`src/rtl/alu_ctrl_pkg.sv`:
```
// Shared constants, FSM encoding and op-code decode for the shared-ALU arbiter.
package alu_ctrl_pkg;

  localparam logic [2:0] OP_AND  = 3'b000;
  localparam logic [2:0] OP_OR   = 3'b001;
  localparam logic [2:0] OP_ADD  = 3'b010;
  localparam logic [2:0] OP_SUB  = 3'b011;
  localparam logic [2:0] OP_NOR  = 3'b100;
  localparam logic [2:0] OP_NAND = 3'b101;

  localparam logic [1:0] ALU_AND = 2'b00;
  localparam logic [1:0] ALU_OR  = 2'b01;
  localparam logic [1:0] ALU_ADD = 2'b10;

  typedef enum logic [1:0] {
    IDLE = 2'd0,
    EXEC = 2'd1,
    RESP = 2'd2
  } state_t;

  typedef struct packed {
    logic       a_invert;
    logic       b_invert;
    logic [1:0] operation;
    logic       carry_in;
    logic       illegal;
  } alu_ctrl_t;

  // NOR and NAND come from De Morgan: invert both inputs, then AND / OR.
  function automatic alu_ctrl_t decode_op(input logic [2:0] op);
    alu_ctrl_t c;
    c = '0;
    c.operation = ALU_AND;
    case (op)
      OP_AND:  c.operation = ALU_AND;
      OP_OR:   c.operation = ALU_OR;
      OP_ADD:  c.operation = ALU_ADD;
      OP_SUB: begin
        c.b_invert  = 1'b1;
        c.operation = ALU_ADD;
        c.carry_in  = 1'b1;
      end
      OP_NOR: begin
        c.a_invert  = 1'b1;
        c.b_invert  = 1'b1;
        c.operation = ALU_AND;
      end
      OP_NAND: begin
        c.a_invert  = 1'b1;
        c.b_invert  = 1'b1;
        c.operation = ALU_OR;
      end
      default: c.illegal = 1'b1;
    endcase
    return c;
  endfunction

endpackage

```
`src/rtl/rr_arbiter_2.sv`:
```
// Two-way round-robin grant; last_grant=1 means requester 1 won last time.
module rr_arbiter_2 (
  input  logic valid0,
  input  logic valid1,
  input  logic last_grant,
  output logic grant0,
  output logic grant1
);

  always_comb begin
    grant0 = valid0 & (~valid1 | last_grant);
    grant1 = valid1 & (~valid0 | ~last_grant);
  end

endmodule

```
`src/rtl/sixty_four_bit_alu.sv`:
```
// Combinational ALU: optional input inversion, then AND / OR / ADD with carry-in.
module sixty_four_bit_alu
  import alu_ctrl_pkg::*;
#(
  parameter int WIDTH = 64
) (
  input  logic [WIDTH-1:0] a,
  input  logic [WIDTH-1:0] b,
  input  logic             a_invert,
  input  logic             b_invert,
  input  logic [1:0]       operation,
  input  logic             carry_in,
  output logic [WIDTH-1:0] result,
  output logic             carry_out,
  output logic             zf
);

  logic [WIDTH-1:0] aa, bb;
  logic [WIDTH:0]   sum;

  // Carry is only meaningful for the adder path; logic ops report 0.
  always_comb begin
    aa        = a_invert ? ~a : a;
    bb        = b_invert ? ~b : b;
    sum       = {1'b0, aa} + {1'b0, bb} + {{WIDTH{1'b0}}, carry_in};
    result    = '0;
    carry_out = 1'b0;
    case (operation)
      ALU_AND: result = aa & bb;
      ALU_OR:  result = aa | bb;
      ALU_ADD: begin
        result    = sum[WIDTH-1:0];
        carry_out = sum[WIDTH];
      end
      default: result = '0;
    endcase
    zf = (result == '0);
  end

endmodule

```
`src/rtl/alu_arbiter.sv`:
```
// Shares one ALU between two valid/ready requesters; one op in flight at a time.
module alu_arbiter
  import alu_ctrl_pkg::*;
#(
  parameter int WIDTH = 64,
  parameter int CNT_W = 32
) (
  input  logic             clk,
  input  logic             reset,
  input  logic             req0_valid,
  output logic             req0_ready,
  input  logic [2:0]       req0_op,
  input  logic [WIDTH-1:0] req0_a,
  input  logic [WIDTH-1:0] req0_b,
  input  logic             req1_valid,
  output logic             req1_ready,
  input  logic [2:0]       req1_op,
  input  logic [WIDTH-1:0] req1_a,
  input  logic [WIDTH-1:0] req1_b,
  output logic             rsp_valid,
  input  logic             rsp_ready,
  output logic             rsp_id,
  output logic [WIDTH-1:0] rsp_result,
  output logic             rsp_carry,
  output logic             rsp_zero,
  output logic             rsp_err,
  output logic [CNT_W-1:0] op_count
);

  state_t           state;
  logic [2:0]       op_q;
  logic [WIDTH-1:0] a_q, b_q;
  logic             id_q;
  logic             last_grant;
  logic             grant0, grant1;
  alu_ctrl_t        ctrl;
  logic [WIDTH-1:0] alu_result;
  logic             alu_carry, alu_zf;

  rr_arbiter_2 u_arb (
    .valid0     (req0_valid),
    .valid1     (req1_valid),
    .last_grant (last_grant),
    .grant0     (grant0),
    .grant1     (grant1)
  );

  // Grant never looks at ready, so valid -> ready is the only combinational path.
  assign req0_ready = ~reset & (state == IDLE) & grant0;
  assign req1_ready = ~reset & (state == IDLE) & grant1;

  assign ctrl = decode_op(op_q);

  sixty_four_bit_alu #(.WIDTH(WIDTH)) u_alu (
    .a         (a_q),
    .b         (b_q),
    .a_invert  (ctrl.a_invert),
    .b_invert  (ctrl.b_invert),
    .operation (ctrl.operation),
    .carry_in  (ctrl.carry_in),
    .result    (alu_result),
    .carry_out (alu_carry),
    .zf        (alu_zf)
  );

  always_ff @(posedge clk) begin
    if (reset) begin
      state      <= IDLE;
      op_q       <= OP_AND;
      a_q        <= '0;
      b_q        <= '0;
      id_q       <= 1'b0;
      last_grant <= 1'b1;
      rsp_valid  <= 1'b0;
      rsp_id     <= 1'b0;
      rsp_result <= '0;
      rsp_carry  <= 1'b0;
      rsp_zero   <= 1'b0;
      rsp_err    <= 1'b0;
      op_count   <= '0;
    end else begin
      case (state)
        IDLE: begin
          if (grant0 | grant1) begin
            op_q       <= grant0 ? req0_op : req1_op;
            a_q        <= grant0 ? req0_a  : req1_a;
            b_q        <= grant0 ? req0_b  : req1_b;
            id_q       <= grant1;
            last_grant <= grant1;
            state      <= EXEC;
          end
        end
        EXEC: begin
          rsp_valid <= 1'b1;
          rsp_id    <= id_q;
          if (ctrl.illegal) begin
            rsp_result <= '0;
            rsp_carry  <= 1'b0;
            rsp_zero   <= 1'b1;
            rsp_err    <= 1'b1;
          end else begin
            rsp_result <= alu_result;
            rsp_carry  <= alu_carry;
            rsp_zero   <= alu_zf;
            rsp_err    <= 1'b0;
          end
          state <= RESP;
        end
        RESP: begin
          if (rsp_ready) begin
            rsp_valid <= 1'b0;
            op_count  <= op_count + 1'b1;
            state     <= IDLE;
          end
        end
        default: state <= IDLE;
      endcase
    end
  end

endmodule

```
`config.mk`:
```
export PLATFORM = sky130hd
export DESIGN_NAME = alu_arbiter
export DESIGN_NICKNAME = d
export VERILOG_FILES = /design/src/rtl/alu_ctrl_pkg.sv /design/src/rtl/rr_arbiter_2.sv /design/src/rtl/sixty_four_bit_alu.sv /design/src/rtl/alu_arbiter.sv
export SDC_FILE = /design/constraint.sdc
export NUM_CORES = 1
export LEC_CHECK = 0
export BUFFER_PORTS_ARGS = -buffer_cell sky130_fd_sc_hd__buf_4
export CAP_MARGIN = 20
export CORE_UTILIZATION = 51
export DETAILED_ROUTE_END_ITERATION = 7
export GPL_ROUTABILITY_DRIVEN = 1
export MAX_ROUTING_LAYER = met4
export PLACE_DENSITY = 0.78
export SYNTH_ARGS = -nofsm -noshare
export SYNTH_HDL_FRONTEND = slang
export SYNTH_HIERARCHICAL = 1
export SYNTH_SLANG_ARGS = --single-unit
```
`constraint.sdc`:
```
create_clock -name clk -period 5.4 [get_ports clk]
set_input_delay 0.81 -clock clk [delete_from_list [all_inputs] [get_ports clk]]
set_output_delay 0.81 -clock clk [all_outputs]
set_load 0.01 [all_outputs]
```
==> summary.md, run 1 <==
| Metric | Value |
|---|---|
| Status | completed |
| Crit path DAT | between 5 and 6 ns |
| Max stage delay on crit path | about 0.46 ns |
| WL/cell | 19.54 um |
| Vias in the first global route | ~17000 |
| Hold Startpoint | rsp_err |
| Final Skew | ~0.012 ns |
| Met1 Usage GRT | 43.79% |
| Buffers on Ports | between 300 and 400 |
| Setup CP Type | flop to flop |
| Global-route wire length before repair | just over 90000 um |
| Pwr Density | about 420 mW/mm^2 |
| Post-synth top flop | dfxtp_1 |
| Placed insts | around 2900 |
| Boundary Pins | between 300 and 400 |
| Worst r2r src | op_q[2] |
| RD Place Congestion | 1.031 |
| Reg clk slew, reported paths | ~0.060 ns |
| Post-synth top cells | nor2_1 (307), dfxtp_1 (236), mux2i_1 (156), inv_1 (146), xor2_1 (146) |
| Post-Syn Area | between 0.015 and 0.02 mm^2 |
| M2 GR Usage | ~54% |
| Final slew viol count | 0 |
| Register bit total from synthesis | 236 |
| Area contributors post-synth | dfxtp_1 (27%), ha_1 (9.2%), mux2i_1 (8.9%), xor2_1 (7.3%), nor2_1 (6.6%) |
| Nets | around 2900 |
| Clock period minus worst slack | between 5 and 6 ns |
| Syn nets | 2600 |
| ANT cells | 0 |
| Clock Latency Late Sink | 0.57 ns |
| Placed inst area | ~0.021 mm^2 |
| CTS Root Cell | clkbuf_16 |
| Worst-Margin Slew | 0.9547 ns |
| Initial Utilization | about 52% |
| Half-perimeter wire length after placement | 44350 um |
| Antenna Nets Post-Route | 0 |
| Most used cell, CP | o21ai_0 |
| Worst Setup End Kind | flop |
| Via-per-instance ratio | between 5 and 6 |
| Fraction of layout cells with a size suffix above 1 | 20.83% |
| CTS Sinks | roughly 240 |
| Cells after Synth | approximately 2200 |
| Die X | 187.4 um |
| Endpoints failing setup | 0 |
| Max Fanout on Critical Path | 38 |
| Hold Crit Class | flop to flop |
| Final non-filler cell total | 2987 |
| Finished Cell Area | roughly 0.022 mm^2 |
| Final setup margin | 0.1522 ns |
| Chip height | 187.4 um |
| Largest net degree at the start of global routing | roughly 130 |
| WP data required | 5.87 ns |
| 1st-pass router iterations | 7 |
| Worst slew margin | 36.35% |
| Startpoint types | flop |
| Worst path slowest cell | ha_1 |
| Most common cell in the netlist | nor2_1 |
| Asr flop ratio synth | 0% |
| Min Hold Slack | approximately 0.46 ns |
| Register area share after synthesis | a little over a quarter |
| Met3 usage | 3.583% |
| Final WL | 58360 um |
| Final Hold Fails | 0 |
| Setup WS pre-CTS | 0.03529 ns |
| Die area | between 0.03 and 0.04 mm^2 |
| Peak VDD IR | 0.2805 mV |
| Num CTS Buffers | 27 |
| Clock H-tree levels | 1 |
| EDFF count, synth | 0 |
| Initial antenna violation count | 0 |
| Crit-path cells | nor2b_4 -> and2_1 -> or2_4 -> buf_16 -> xor2_1 -> ha_1 -> nand2_1 -> a211oi_2 -> o21ai_0 -> a211oi_1 -> nor2_1 -> o31a_1 -> o21ai_0 -> buf_4 -> xnor2_1 -> o22ai_1 -> nand4bb_1 -> or4_1 -> nor3_2 -> inv_1 -> a221oi_1 |
| Fmax | roughly 190 MHz |
| Iter 0 DRT Violations | around 1300 |
| Max Cap Viol | 0 |
| CP startpoint | op_q[2] |
| GRT overflow | 0 |
| Largest area contributor in the netlist | dfxtp_1 |
| YS warnings | 6 |
| Gr usage total | between 30% and 40% |
| Clock Tree Buf Depth | 3 |
| Synth top area share | between 20% and 30% |
| Leakage power | about 0.01 uW |
| Syn-to-layout area delta | 25.14% |
| Avg Inst Size Synth | around 8.0 um^2 |
| Via count | 17580 |
| Post-route setup TNS | 0 ns |
| Residual DRC | 0 |
| CTS tree | done |
| Busiest grt layer | met2 |
| RSZ-0062 raised after global routing | false |
| Final period util | ~97% |
| Cell variety after synth | 75 |
| Std cell rows | 67 |
| Core ar. | ~0.034 mm^2 |
[registers in the layout (all words and copies together) (netlist names), 2 cells and up]
signal	cells
a_q	64
b_q	64
rsp_result	64
op_count	32
op_q	3
state	2
[critical path, delay by kind of cell, from the launching register on]
| kind | cells | cell delay (ns) |
|---|---|---|
| compound gates | 7 | 1.87 |
| simple gates | 8 | 1.63 |
| buf+inv | 3 | 0.43 |
| flops | 1 | 0.38 |
| fa+ha+maj | 1 | 0.46 |
| xor+xnor | 2 | 0.33 |
[logic make-up (layout without fill, tap and decap cells)]
kind of cell | count (synthesis) | count (layout) | share of synthesized area (%)
simple gates | 598 | 598 | 15.84
xor+xnor | 194 | 194 | 9.692
mux | 161 | 161 | 9.228
fa+ha+maj | 131 | 131 | 9.435
flops | 236 | 236 | 26.95
compound gates | 580 | 580 | 22.23
buf+inv | 302 | 639 | 6.623
[layer usage]
metal	vias up	wire [um]
met5	-	0
met4	0	1670
met3	111	3921
met2	709	26950
met1	8297	25820
li1	8462	-
[what timing repair did]
action                                  CTS  global route
endpoints found under the setup margin    0             1
hold buffers                              0             0
resized for setup                         0            24
buffers inserted                          0             2
endpoints found under the hold margin     0             0
[stage by stage]
stage          util [%]  power, uW
2_1_floorplan         -       5548
3_3_place_gp      62.10       7253
3_5_place_dp      62.10       7290
4_1_cts           64.70       9130
5_1_grt           65.10       9863
6_report          65.10       9291
[path summary, 6_finish.rpt]
| check | slack, ns | depth (start not counted) | endpoint |
|---|---|---|---|
| worst max-delay path | 0.15 | 21 | rsp_zero |
| worst min-delay path | 0.46 | 2 | rsp_err |
| worst max register to register | 0.15 | 21 | rsp_zero |
| worst min register to register | 0.46 | 2 | rsp_err |
[cells in the final DEF (no fill, tap or decap), types with 6 or more instances in the layout]
master       n
xnor2_1     48
nor2_1     307
a31oi_1     10
a22oi_1     66
nor4_1      11
o21a_1      12
mux2i_1    156
and2_1       6
ha_1       129
o21bai_1     7
nor2b_1     12
nand3_1     13
and3_1       7
or3_1       12
o31a_1       6
clkinv_2     7
nor3_1      16
buf_4      436
dfxtp_1    235
a211oi_1   142
or4_1       19
xor2_1     145
a21boi_0     6
o22ai_1     40
o31ai_1     14
nand4_1     45
a21oi_1    103
o21ai_0     92
inv_1      146
clkbuf_16   27
nand2_1    110
a21o_1      24
o21ai_1      6
[report_power, final]
group | switching, uW | total, uW | internal, uW | leakage [uW]
clock network | 777 | 1810 | 1030 | 0.000431
registers | 157 | 2110 | 1950 | 0.00194
logic | 3260 | 5370 | 2120 | 0.00768
[layout make-up]
cell class              instances  area [um^2]
clock buffers                  36        749.5
fillers                      2952        11760
multi-input cells            1664        11820
repair buffers                443         3412
well taps                     448        560.5
clock inverters                14        126.4
inverters                     146        548.0
flip-flops and latches        236         4728
Power figures use the tool's default switching activity.
==> run 2: changes to the inputs <==
CORE_ASPECT_RATIO = 0.8   (was default)
==> summary.md, run 2 (synthesis results as in run 1) <==
| Metric | Value |
|---|---|
| Crit path DAT | 5.66 ns (-0.05 ns) |
| Iter 0 DRT Violations | 1434 (+11%) |
| Final Skew | 0.01230 ns (+0.0007196 ns) |
| Final period util | 95.90% (-1.3 points) |
| Fmax | 193.1 MHz (+1.3%) |
| Clock period minus worst slack | 5.178 ns (-0.06940 ns) |
| Status | completed |
| CP startpoint | op_q[1] |
| Placed insts | 2946 (+0.37%) |
| Worst slew margin | 29.66% (-6.7 points) |
| Max Fanout on Critical Path | 31 (-18%) |
| 1st-pass router iterations | 5 (-2) |
| Reg2reg end | rsp_zero |
| GRT overflow | 0 (unchanged) |
| Commonest non-fill, non-tap cell in the layout | buf_4 |
| Slack of the worst reg-to-reg path | 0.22 ns (+0.07 ns) |
| Antenna Nets Post-Route | 0 (unchanged) |
| Core ar. | 0.03371 mm^2 (about the same) |
| Std cell rows | 60 (-10%) |
| Worst R2R Path Depth | 23 (+9.5%) |
| Reg clk slew, reported paths | 0.06 ns (about the same) |
| Residual DRC | 0 (unchanged) |
| Via count | 17650 (+0.42%) |
| Placed inst area | 0.02109 mm^2 (+0.79%) |
| Worst-Margin Slew | 1.055 ns (+0.1004 ns) |
| Vias in the first global route | 16980 (-0.48%) |
| End point of the critical path | rsp_zero |
| CTS Sinks | 236 (unchanged) |
| Regs by FF count | a_q: 64 flops, b_q: 64 flops, rsp_result: 64 flops |
| Final non-filler cell total | 2994 (+0.23%) |
| Final WL | 60080 um (+2.9%) |
| Buffers on Ports | 369 (unchanged) |
| Finished Cell Area | 0.02219 mm^2 (+1.1%) |
| Chip height | 167.8 um (-10%) |
| Most frequent cells in the layout | buf_4 (460), nor2_1 (307), dfxtp_1 (235) |
| WP data required | 5.88 ns (about the same) |
| CTS tree | done |
| Initial Utilization | 52.01% (about the same) |
| CTS Root Cell | clkbuf_16 |
| Half-perimeter wire length after placement | 46080 um (+3.9%) |
| Gr usage total | 34.41% (+1.2 points) |
| Startpoint types | flop |
| RD Place Congestion | 1.017 (-1.3%) |
| Via-per-instance ratio | 5.896 (+0.18%) |
| Endpoints failing setup | 0 (unchanged) |
| Peak VDD IR | 0.2961 mV (+5.6%) |
| Clock H-tree levels | 1 (unchanged) |
| Largest net degree at the start of global routing | 90 (-32%) |
| Die X | 209.3 um (+12%) |
| WL/cell | 20.07 um (+2.7%) |
| Hold buffers post-CTS | 0 (unchanged) |
| Fraction of layout cells with a size suffix above 1 | 21.73% (+0.89 points) |
| Num CTS Buffers | 26 (-3.7%) |
| Hold Crit Class | flop to flop |
| Clock Latency Late Sink | 0.56 ns (about the same) |
| Boundary Pins | 370 (unchanged) |
| Global-route wire length before repair | 93670 um (+1.4%) |
| Clock Tree Buf Depth | 3 (unchanged) |
| Min Hold Slack | 0.4734 ns (+0.01280 ns) |
| Worst r2r src | op_q[1] |
| Die area | 0.03513 mm^2 (about the same) |
| Pwr Density | 431.2 mW/mm^2 (+1.8%) |
| Syn-to-layout area delta | 26.57% |
| Setup CP Type | flop to flop |
| Max Cap Viol | 0 (unchanged) |
| Nets | 2938 (+0.75%) |
| Initial antenna violation count | 1 (+1) |
| Worst Setup End Kind | flop |
| Final Hold Fails | 0 (unchanged) |
| Final slew viol count | 0 (unchanged) |
| Leakage power | 0.01020 uW (+1.5%) |
run 2: changes by cell type in the layout (fill, tap and decap cells not counted), moves of 2 or more:
cell       change
xor2_2         +2
clkbuf_8       +5
buf_4         +24
bufinv_16      +3
clkbuf_1       -5
xor2_1         -2
a221oi_2       +2
clkinv_2       -5
clkinv_4       -3
run 2: through the flow:
step                total power (uW)  setup TNS [ns]  utilization (%)  worst slack, ns
detailed placement              7385               0            62.57          0.09064
global placement                7343               0            62.49           0.1342
CTS                             9428               0            65.47          0.02191
finish                          9569               0            65.83           0.2216
global route                   10160        -0.01424            65.83         -0.01424
floorplan                       5548               0                -          0.03276
run 2: per-layer routing:
layer / vias up / global-route usage [%] / wire length (um)
met4: 0 / 11.00 / 2110
met3: 133 / 5.801 / 4119
met5: - / - / 0
met1: 8371 / 45.85 / 27370
li1: 8490 / - / -
met2: 658 / 52.97 / 26480
run 2: area by class of cell:
class                   count  area (um^2)
diodes                      1        2.502
clock buffers              36        799.5
clock inverters            11        177.7
fillers                  2823        11520
inverters                 146        548.0
multi-input cells        1664        11820
flip-flops and latches    236         4728
well taps                 434        543.0
repair buffers            466         3572
run 2: power by group:
part	total, uW	internal, uW	switching, uW
Sequential	2110	1950	158
Clock	2010	1230	787
Combinational	5440	2170	3270
Total	9570	5350	4220
run 2: repair_timing:
action | in CTS | in global routing
buffers inserted | 0 | 1
setup endpoints to repair | 0 | 1
resized for setup | 0 | 23
run 2: worst min path at each step:
stage | startpoint | endpoint | cells after the start
6_report | rsp_err | rsp_err | 2
5_1_grt | rsp_err | rsp_err | 2
4_1_cts | rsp_err | rsp_err | 2
3_5_place_dp | rsp_err | rsp_err | 2
3_3_place_gp | rsp_err | rsp_err | 2
2_1_floorplan | id_q | rsp_id | 2
run 2: worst max-delay path: stages, from the launching register on:
cell,delay (ns)
dfxtp_1,0.31
nor2b_4,0.12
and2_1,0.17
or2_4,0.27
buf_12,0.18
xor2_1,0.21
ha_1,0.35
buf_4,0.18
a21oi_1,0.18
o21ai_0,0.12
a221oi_1,0.48
buf_4,0.21
a211oi_4,0.06
o21ai_4,0.22
o21ai_1,0.13
xor2_1,0.19
a211o_1,0.32
a2111oi_2,0.23
buf_4,0.18
nand4bb_1,0.10
or4_1,0.45
nor3_2,0.12
inv_1,0.06
a221oi_2,0.22
